### config.mk
export PLATFORM = sky130hd
export DESIGN_NAME = proj_to_affine_flat
export DESIGN_NICKNAME = d
export VERILOG_FILES = /design/src/rtl/proj_to_affine_pkg.sv /design/src/rtl/proj_to_affine_if.sv /design/src/rtl/proj_to_affine_modmul_serial.sv /design/src/rtl/proj_to_affine.sv /design/src/flat_wrapper.sv
export SDC_FILE = /design/constraint.sdc
export NUM_CORES = 2
export LEC_CHECK = 0
export ABC_AREA = 0
export BUFFER_PORTS_ARGS = -buffer_cell sky130_fd_sc_hd__buf_2
export CAP_MARGIN = 20
export CELL_PAD_IN_SITES_DETAIL_PLACEMENT = 2
export CELL_PAD_IN_SITES_GLOBAL_PLACEMENT = 2
export CORE_ASPECT_RATIO = 0.5
export CORE_UTILIZATION = 34
export CTS_BUF_LIST = sky130_fd_sc_hd__clkbuf_4 sky130_fd_sc_hd__clkbuf_8
export DETAILED_ROUTE_END_ITERATION = 8
export PLACE_DENSITY_LB_ADDON = 0.05
export RECOVER_POWER = 50
export SETUP_SLACK_MARGIN = 0.3
export SLEW_MARGIN = 20
export SYNTH_ARGS = -nofsm -noshare
export SYNTH_HDL_FRONTEND = slang
export SYNTH_SLANG_ARGS = --single-unit
### constraint.sdc
create_clock -name clk -period 9.48 [get_ports clk]
set_clock_uncertainty 0.1 [all_clocks]
set_input_delay 2.37 -clock clk [delete_from_list [all_inputs] [get_ports clk]]
set_output_delay 2.37 -clock clk [all_outputs]
set_load 0.02 [all_outputs]
### src/rtl/proj_to_affine_pkg.sv
// Shared constants and state encoding for the projective-to-affine converter.
package p2a_pkg;

  localparam int unsigned WIDTH     = 255;
  localparam int unsigned MUL_STEPS = 255;

  // 2^255 - 19
  localparam logic [WIDTH-1:0] P = '1 - 255'd18;

  typedef enum logic [2:0] {
    IDLE,
    REDUCE,
    INV_REQ,
    INV_WAIT_LO,
    INV_WAIT_HI,
    MUL,
    OUT
  } state_t;

endpackage

### src/rtl/proj_to_affine_if.sv
// Point-in / affine-out handshake bundle of proj_to_affine.
interface proj_to_affine_if;
  import p2a_pkg::*;

  logic             in_valid;
  logic             in_ready;
  logic [WIDTH-1:0] x_in;
  logic [WIDTH-1:0] z_in;
  logic             out_valid;
  logic             out_ready;
  logic [WIDTH-1:0] x_aff;
  logic             inf;

  modport master (
    output in_valid, x_in, z_in, out_ready,
    input  in_ready, out_valid, x_aff, inf
  );

  modport slave (
    input  in_valid, x_in, z_in, out_ready,
    output in_ready, out_valid, x_aff, inf
  );

endinterface

### src/rtl/proj_to_affine_modmul_serial.sv
// Bit-serial interleaved multiplier mod P: result = a*b mod P, b scanned MSB first.
module modmul_serial
  import p2a_pkg::*;
(
  input  logic             clk,
  input  logic             rst_n,
  input  logic             start,
  input  logic [WIDTH-1:0] a,
  input  logic [WIDTH-1:0] b,
  output logic [WIDTH-1:0] result,
  output logic             done
);

  logic [WIDTH+1:0] acc;
  logic [WIDTH-1:0] a_q;
  logic [WIDTH-1:0] b_q;
  logic [7:0]       cnt;
  logic             busy;

  function automatic logic [WIDTH+1:0] mod_step(input logic [WIDTH+1:0] acc_in,
                                                input logic [WIDTH-1:0] x,
                                                input logic             bit_in);
    logic [WIDTH+1:0] t;
    logic [WIDTH+1:0] u;
    t = acc_in << 1;
    if (t >= {2'b00, P}) t = t - {2'b00, P};
    u = t + (bit_in ? {2'b00, x} : '0);
    if (u >= {2'b00, P}) u = u - {2'b00, P};
    return u;
  endfunction

  // Asserted during the final iteration so the caller can leave on the same edge.
  assign done   = busy && (cnt == 8'(MUL_STEPS - 1));
  assign result = acc[WIDTH-1:0];

  always_ff @(posedge clk or negedge rst_n) begin
    if (!rst_n) begin
      acc  <= '0;
      a_q  <= '0;
      b_q  <= '0;
      cnt  <= '0;
      busy <= 1'b0;
    end else if (start) begin
      acc  <= '0;
      a_q  <= a;
      b_q  <= b;
      cnt  <= '0;
      busy <= 1'b1;
    end else if (busy) begin
      acc <= mod_step(acc, a_q, b_q[WIDTH-1]);
      b_q <= b_q << 1;
      cnt <= cnt + 8'd1;
      if (done) busy <= 1'b0;
    end
  end

endmodule

### src/rtl/proj_to_affine.sv
// Projective (X:Z) to affine x = X/Z mod P using the shared ffi inverter.
// Optional input reduction stage: define P2A_REDUCE_IN_EN.
module proj_to_affine
  import p2a_pkg::*;
(
  input  logic             clk,
  input  logic             rst_n,
  proj_to_affine_if.slave  bus,
  output logic [WIDTH-1:0] inv_a,
  input  logic [WIDTH-1:0] inv_res,
  input  logic             inv_valid,
  output logic             inv_rst
);

  state_t           state;
  state_t           state_next;
  logic [WIDTH-1:0] x_q;
  logic [WIDTH-1:0] z_q;
  logic [WIDTH-1:0] x_aff_q;
  logic             inf_q;
  logic             out_valid_q;
  logic             in_ready_q;

  logic             accept;
  logic             z_zero;
  logic             hit;
  logic             latch_in;
  logic             mul_start;
  logic             load_inv_a;
  logic             set_inf;
  logic             out_first;
  logic             out_fire;
  logic             mul_done;
  logic [WIDTH-1:0] mul_res;

  assign inv_rst       = ~rst_n;
  assign bus.in_ready  = in_ready_q;
  assign bus.out_valid = out_valid_q;
  assign bus.x_aff     = x_aff_q;
  assign bus.inf       = inf_q;

  assign accept = bus.in_valid && in_ready_q;
  assign z_zero = (z_q == '0) || (z_q == P);
  assign hit    = (z_q == inv_a) && inv_valid;

  always_ff @(posedge clk or negedge rst_n) begin
    if (!rst_n) state <= IDLE;
    else        state <= state_next;
  end

  always_comb begin
    state_next = state;
    case (state)
      IDLE: begin
        if (accept) begin
`ifdef P2A_REDUCE_IN_EN
          state_next = REDUCE;
`else
          state_next = INV_REQ;
`endif
        end
      end
`ifdef P2A_REDUCE_IN_EN
      REDUCE:      state_next = INV_REQ;
`endif
      INV_REQ: begin
        if (z_zero)   state_next = OUT;
        else if (hit) state_next = MUL;
        else          state_next = INV_WAIT_LO;
      end
      INV_WAIT_LO: if (!inv_valid) state_next = INV_WAIT_HI;
      INV_WAIT_HI: if (inv_valid)  state_next = MUL;
      MUL:         if (mul_done)   state_next = OUT;
      OUT:         if (out_valid_q && bus.out_ready) state_next = IDLE;
      default:     state_next = IDLE;
    endcase
  end

  always_comb begin
    latch_in   = (state == IDLE) && accept;
    mul_start  = ((state == INV_REQ) && !z_zero && hit) ||
                 ((state == INV_WAIT_HI) && inv_valid);
    load_inv_a = (state == INV_REQ) && !z_zero && !hit;
    set_inf    = (state == INV_REQ) && z_zero;
    out_first  = (state == OUT) && !out_valid_q;
    out_fire   = (state == OUT) && out_valid_q && bus.out_ready;
  end

  // The inverse is captured by the multiplier itself on mul_start.
  modmul_serial u_mul (
    .clk    (clk),
    .rst_n  (rst_n),
    .start  (mul_start),
    .a      (x_q),
    .b      (inv_res),
    .result (mul_res),
    .done   (mul_done)
  );

  always_ff @(posedge clk or negedge rst_n) begin
    if (!rst_n) begin
      x_q         <= '0;
      z_q         <= '0;
      inv_a       <= '0;
      x_aff_q     <= '0;
      inf_q       <= 1'b0;
      out_valid_q <= 1'b0;
      in_ready_q  <= 1'b0;
    end else begin
      in_ready_q <= (state_next == IDLE);
      if (latch_in) begin
        x_q <= bus.x_in;
        z_q <= bus.z_in;
      end
`ifdef P2A_REDUCE_IN_EN
      if (state == REDUCE) begin
        if (x_q >= P) x_q <= x_q - P;
        if (z_q >= P) z_q <= z_q - P;
      end
`endif
      if (load_inv_a) inv_a <= z_q;
      if (set_inf) begin
        inf_q   <= 1'b1;
        x_aff_q <= '0;
      end
      if (out_first) begin
        out_valid_q <= 1'b1;
        if (!inf_q) x_aff_q <= mul_res;
      end
      if (out_fire) begin
        out_valid_q <= 1'b0;
        inf_q       <= 1'b0;
      end
    end
  end

endmodule

### src/flat_wrapper.sv
// flat-port wrapper written by rule: the top's interface ports become plain ports
module proj_to_affine_flat import p2a_pkg::*;
  (clk, rst_n, inv_a, inv_res, inv_valid, inv_rst, bus_in_valid, bus_x_in, bus_z_in, bus_out_ready, bus_in_ready, bus_out_valid, bus_x_aff, bus_inf);
  proj_to_affine_if bus_i ();
  input  logic clk;
  input  logic rst_n;
  output logic [WIDTH-1:0] inv_a;
  input  logic [WIDTH-1:0] inv_res;
  input  logic inv_valid;
  output logic inv_rst;
  input wire logic [$bits(bus_i.in_valid)-1:0] bus_in_valid;
  input wire logic [$bits(bus_i.x_in)-1:0] bus_x_in;
  input wire logic [$bits(bus_i.z_in)-1:0] bus_z_in;
  input wire logic [$bits(bus_i.out_ready)-1:0] bus_out_ready;
  output wire logic [$bits(bus_i.in_ready)-1:0] bus_in_ready;
  output wire logic [$bits(bus_i.out_valid)-1:0] bus_out_valid;
  output wire logic [$bits(bus_i.x_aff)-1:0] bus_x_aff;
  output wire logic [$bits(bus_i.inf)-1:0] bus_inf;
  assign bus_i.in_valid = bus_in_valid;
  assign bus_i.x_in = bus_x_in;
  assign bus_i.z_in = bus_z_in;
  assign bus_i.out_ready = bus_out_ready;
  assign bus_in_ready = bus_i.in_ready;
  assign bus_out_valid = bus_i.out_valid;
  assign bus_x_aff = bus_i.x_aff;
  assign bus_inf = bus_i.inf;
  proj_to_affine u_core (.clk(clk), .rst_n(rst_n), .bus(bus_i), .inv_a(inv_a), .inv_res(inv_res), .inv_valid(inv_valid), .inv_rst(inv_rst));
endmodule
==> flow_summary.json, run 1 <==
{
  "status": "did not finish",
  "stop_stage": "global routing",
  "error": "[ERROR GRT-0228] Horizontal edge usage exceeds the maximum allowed. (15, 16) usage=65535 limit=3200",
  "syn_area_per_cell_um2": 8.89,
  "ys_types": 103,
  "clock_path_buffers": 4,
  "die_h_um": 411,
  "synth-seq-area-share": 0.396,
  "portBuffers": 1283,
  "cts_hold_buffers": 0,
  "synthCells": 12795,
  "synth_nets": 13826,
  "async_reset_ff_frac": 1.00,
  "die_w_um": 820,
  "start_util": 0.343,
  "root_buffer": "clkbuf_8",
  "synth_edf_count": 0,
  "place_hpwl_mm": 651,
  "dp_slack_ns": -3.43,
  "htreeDepth": 5,
  "yosysWarningCount": 0,
  "ys.flop_type": "dfrtp_1",
  "num_rows": 149,
  "netlist_area_um2": 114000,
  "synth-seq-cells": 1801,
  "ios": 1284,
  "cts.sinks": 1801,
  "numCtsBuffers": 289,
  "grt_max_degree": 169,
  "place_congestion": 1.07
}
[metrics by stage]
stage	cells	cell area [µm²]	utilization	hold slack, ns
after global placement	21921	156000	0.470	0.383
after detailed placement	21925	156000	0.471	0.391
after CTS	22623	167000	0.505	0.384
after floorplan	12795	114000	-	0.363
[cells by family after synthesis]
| kind of cell | after synthesis | synth area share |
|---|---|---|
| buf+inv | 949 | 0.0321 |
| mux | 1247 | 0.119 |
| xor+xnor | 798 | 0.0614 |
| compound gates | 2823 | 0.153 |
| fa+ha+maj | 261 | 0.0288 |
| simple gates | 4916 | 0.210 |
| flops | 1801 | 0.396 |
[cells in the mapped netlist, types with 70 or more instances]
cell type | n | area (µm²)
o21ai_0 | 1107 | 5540
dfrtp_1 | 1801 | 45100
and2_1 | 343 | 2150
nand4_1 | 466 | 2920
ha_1 | 260 | 3250
and3_1 | 128 | 801
and4_1 | 84 | 736
xor2_1 | 359 | 3140
mux2i_1 | 394 | 3940
mux2_2 | 853 | 9610
clkbuf_1 | 609 | 2290
nand3_1 | 299 | 1500
nor3_1 | 274 | 1370
inv_1 | 234 | 878
or3_1 | 73 | 457
nand2_1 | 1746 | 6550
nor4_1 | 298 | 1860
a21oi_1 | 607 | 3040
o31ai_1 | 72 | 541
a21o_1 | 70 | 526
o211ai_1 | 113 | 848
nor2_1 | 949 | 3560
a211oi_1 | 190 | 1430
xnor2_1 | 439 | 3840
[timing repair]
action | CTS
gates resized for setup | 727
cloned | 7
setup endpoints to repair | 256
setup buffers | 182
pin swaps | 234
==> run 2: changes to the inputs <==
--- a/config.mk
+++ b/config.mk
@@ -8,15 +8,10 @@
 export ABC_AREA = 0
 export BUFFER_PORTS_ARGS = -buffer_cell sky130_fd_sc_hd__buf_2
 export CAP_MARGIN = 20
-export CELL_PAD_IN_SITES_DETAIL_PLACEMENT = 2
-export CELL_PAD_IN_SITES_GLOBAL_PLACEMENT = 2
-export CORE_ASPECT_RATIO = 0.5
-export CORE_UTILIZATION = 34
-export CTS_BUF_LIST = sky130_fd_sc_hd__clkbuf_4 sky130_fd_sc_hd__clkbuf_8
+export CORE_UTILIZATION = 30
 export DETAILED_ROUTE_END_ITERATION = 8
-export PLACE_DENSITY_LB_ADDON = 0.05
+export PLACE_DENSITY_LB_ADDON = 0.15
 export RECOVER_POWER = 50
-export SETUP_SLACK_MARGIN = 0.3
 export SLEW_MARGIN = 20
 export SYNTH_ARGS = -nofsm -noshare
 export SYNTH_HDL_FRONTEND = slang
==> constraint.sdc (replaced) <==
create_clock -name clk -period 12.3 [get_ports clk]
set_clock_uncertainty 0.1 [all_clocks]
set_input_delay 3.075 -clock clk [delete_from_list [all_inputs] [get_ports clk]]
set_output_delay 3.075 -clock clk [all_outputs]
set_load 0.02 [all_outputs]
==> run 2 against run 1 <==
Effect of this change:
- the flow now finishes, with violations (capacitance limit, slew limit)
- synthesized area is the same
- synthesized cell count did not move
==> flow_summary.json, run 2 <==
{
  "ys.flop_type": "dfrtp_1",
  "place_hpwl_mm": 570,
  "ant_nets": 0,
  "violations": "capacitance limit, slew limit",
  "wl_per_cell_um": 30.6,
  "drc": 0,
  "leakagePower_nw": 70.4,
  "portBuffers": 1283,
  "synth_compound_gate_area_share": 0.153,
  "fmax_mhz": 82.8,
  "dr.pass1.iters": 8,
  "die_w_um": 618,
  "timing.slew.headroom": -3.39,
  "hold_viol": 0,
  "routed_wl_mm": 678,
  "synth_nets": 13826,
  "yosys.area.top_type": "dfrtp_1",
  "synth_top_area_share": 0.396,
  "cap_violations": 23,
  "clock_path_buffers": 4,
  "cts_tree": "done",
  "grt_usage": 0.344,
  "ys_types": 103,
  "netlist_top_cells_count": "dfrtp_1, nand2_1, o21ai_0, nor2_1, mux2_2",
  "final_cell_mix": "buf_4, dfrtp_1, nand2_1",
  "synth-xor-area-share": 0.0614,
  "largest_reg_flops": 256,
  "crit_path_max_fanout": 11,
  "routed-via-count": 121309,
  "nets": 17958,
  "fin_util": 0.416,
  "first_iter_violations": 12078,
  "required_ns": 13.03,
  "yosysWarningCount": 0,
  "synth_edf_count": 0,
  "synth-seq-cells": 1801,
  "synth-seq-area-share": 0.396,
  "antenna_found_initial": 121,
  "num_rows": 225,
  "async_reset_ff_frac": 1.00,
  "hp-class": "reg -> reg",
  "finalCritPeriodShare": 0.981,
  "cp-start-kind": "flop",
  "layout_commonest_cell": "buf_4",
  "synthAdderAreaFrac": 0.0288,
  "grt_max_degree": 222,
  "root_buffer": "clkbuf_16",
  "slowest_stage": "or4_1",
  "synthTopCellsByArea": "dfrtp_1, mux2_2, nand2_1, o21ai_0, mux2i_1",
  "synth_mux_area_frac": 0.119,
  "dieArea_um2": 382000,
  "top_register": "u_core.u_mul.acc",
  "clkSlewWorstSetupHoldPaths_ns": 0.06,
  "grt_remaining_overflow": 0,
  "clkLatencyLatePin_ns": 1.00,
  "path_class": "reg -> reg",
  "path_common_cell": "buf_4",
  "netlist_area_um2": 114000,
  "cts.sinks": 1801,
  "r2r_setup_slack_ns": 0.23,
  "setup_viol": 0,
  "die_h_um": 618,
  "min_period_ns": 12.07,
  "numCtsBuffers": 215,
  "setup_tns_ns": 0,
  "vias_per_cell": 5.48,
  "syn_area_per_cell_um2": 8.89,
  "max_stage_delay_ns": 0.58,
  "arrival_ns": 12.81,
  "core_um2": 376000,
  "grt_pass1_vias": 118683,
  "drive_above_1_share": 0.320,
  "grt_first_pass_wirelength_mm": 934,
  "vdd_ir_drop_max_uv": 208,
  "ios": 1284,
  "drv_slew": 1509,
  "place_congestion": 1.09,
  "status": "finished with violations",
  "start_util": 0.302,
  "power_density_nw_per_um2": 283,
  "crit_path_end_kind": "flop",
  "synth.most_common_cell": "dfrtp_1",
  "synth_top_family_by_area": "simple AND/OR/NAND/NOR gates",
  "htreeDepth": 4,
  "yosys.area_share.simple": 0.210,
  "synthCells": 12795,
  "syn2layout_area_growth_pct": 37.8,
  "worst_slew_pin_slew_ns": 6.58
}
==> run 2: worst max-delay path: cells and delay by family (launching register included) <==
kind,cells,cell delay [ns]
and+or+nand+nor,26,6.51
buffers and inverters,15,2.77
AOI/OAI and AO/OA,3,1.12
DFF,1,0.53
adders and majority gates,1,0.40
xor gates and xnor gates,2,0.31
muxes,1,0.11
==> run 2: repair_timing <==
action                     4_1_cts  5_1_grt
setup endpoints to repair      255      255
hold buffers                     0        0
buffers inserted                 2        4
resized for setup               29       49
pin swaps                        3        3
==> run 2: cells by family after synthesis <==
kind of cell | after synthesis
muxes | 1247
and+or+nand+nor | 4916
adders and majority gates | 261
DFF | 1801
buffers and inverters | 949
xor gates and xnor gates | 798
AOI/OAI and AO/OA | 2823
==> run 2: power by group <==
part	internal, W	total [W]	switching, W	leakage, nW
Sequential	0.00879	0.0118	0.00297	22.2
Clock	0.00381	0.00663	0.00282	3.52
Combinational	0.0106	0.0260	0.0154	44.6
==> run 2: worst paths after layout <==
path | to | start | cells past startpoint
max in group asynchronous | u_core.u_mul.acc[223]$_DFFE_PN0P_ | rst_n | 3
max | u_core.u_mul.acc[58]$_DFFE_PN0P_ | u_core.u_mul.acc[220]$_DFFE_PN0P_ | 48
max reg2reg | u_core.u_mul.acc[58]$_DFFE_PN0P_ | u_core.u_mul.acc[220]$_DFFE_PN0P_ | 48
min | u_core.u_mul.a_q[49]$_DFFE_PN0N_ | u_core.x_q[49]$_DFFE_PN0P_ | 1
min reg2reg | u_core.u_mul.a_q[49]$_DFFE_PN0N_ | u_core.x_q[49]$_DFFE_PN0P_ | 1
min in group asynchronous | u_core.u_mul.a_q[47]$_DFFE_PN0N_ | rst_n | 1
==> run 2: layer usage <==
layer | vias to the layer above | track usage | share of wire
li1 | 54877 | - | -
met3 | 1223 | 0.0618 | 0.071
met5 | - | 0 | 0.00088
met4 | 96 | 0.193 | 0.068
met1 | 60164 | 0.442 | 0.41
met2 | 4949 | 0.544 | 0.45
==> run 2: area by class of cell <==
type	instances	area, µm²
Antenna cell	50	125
Clock buffer	306	6160
Clock inverter	83	1030
Fill cell	39114	220000
Inverter	235	882
Multi-Input combinational cell	10045	65600
Sequential cell	1801	45100
Tap cell	4994	6250
Timing Repair Buffer	4629	31700
==> run 2: through the flow <==
| stage | setup WS, ns | total power [W] | cell area [µm²] | cells | hold WS (ns) |
|---|---|---|---|---|---|
| after floorplan | 1.87 | 0.0229 | 114000 | 12795 | 0.363 |
| after global placement | -0.945 | 0.0373 | 150000 | 21695 | 0.383 |
| after detailed placement | -0.681 | 0.0373 | 150000 | 21697 | 0.388 |
| after CTS | 0.0109 | 0.0442 | 157000 | 22088 | 0.355 |
| after global routing | -0.0271 | 0.0464 | 157000 | 22110 | 0.360 |
| final | 0.228 | 0.0444 | 157000 | 22143 | 0.355 |
Power figures use the tool's default switching activity.
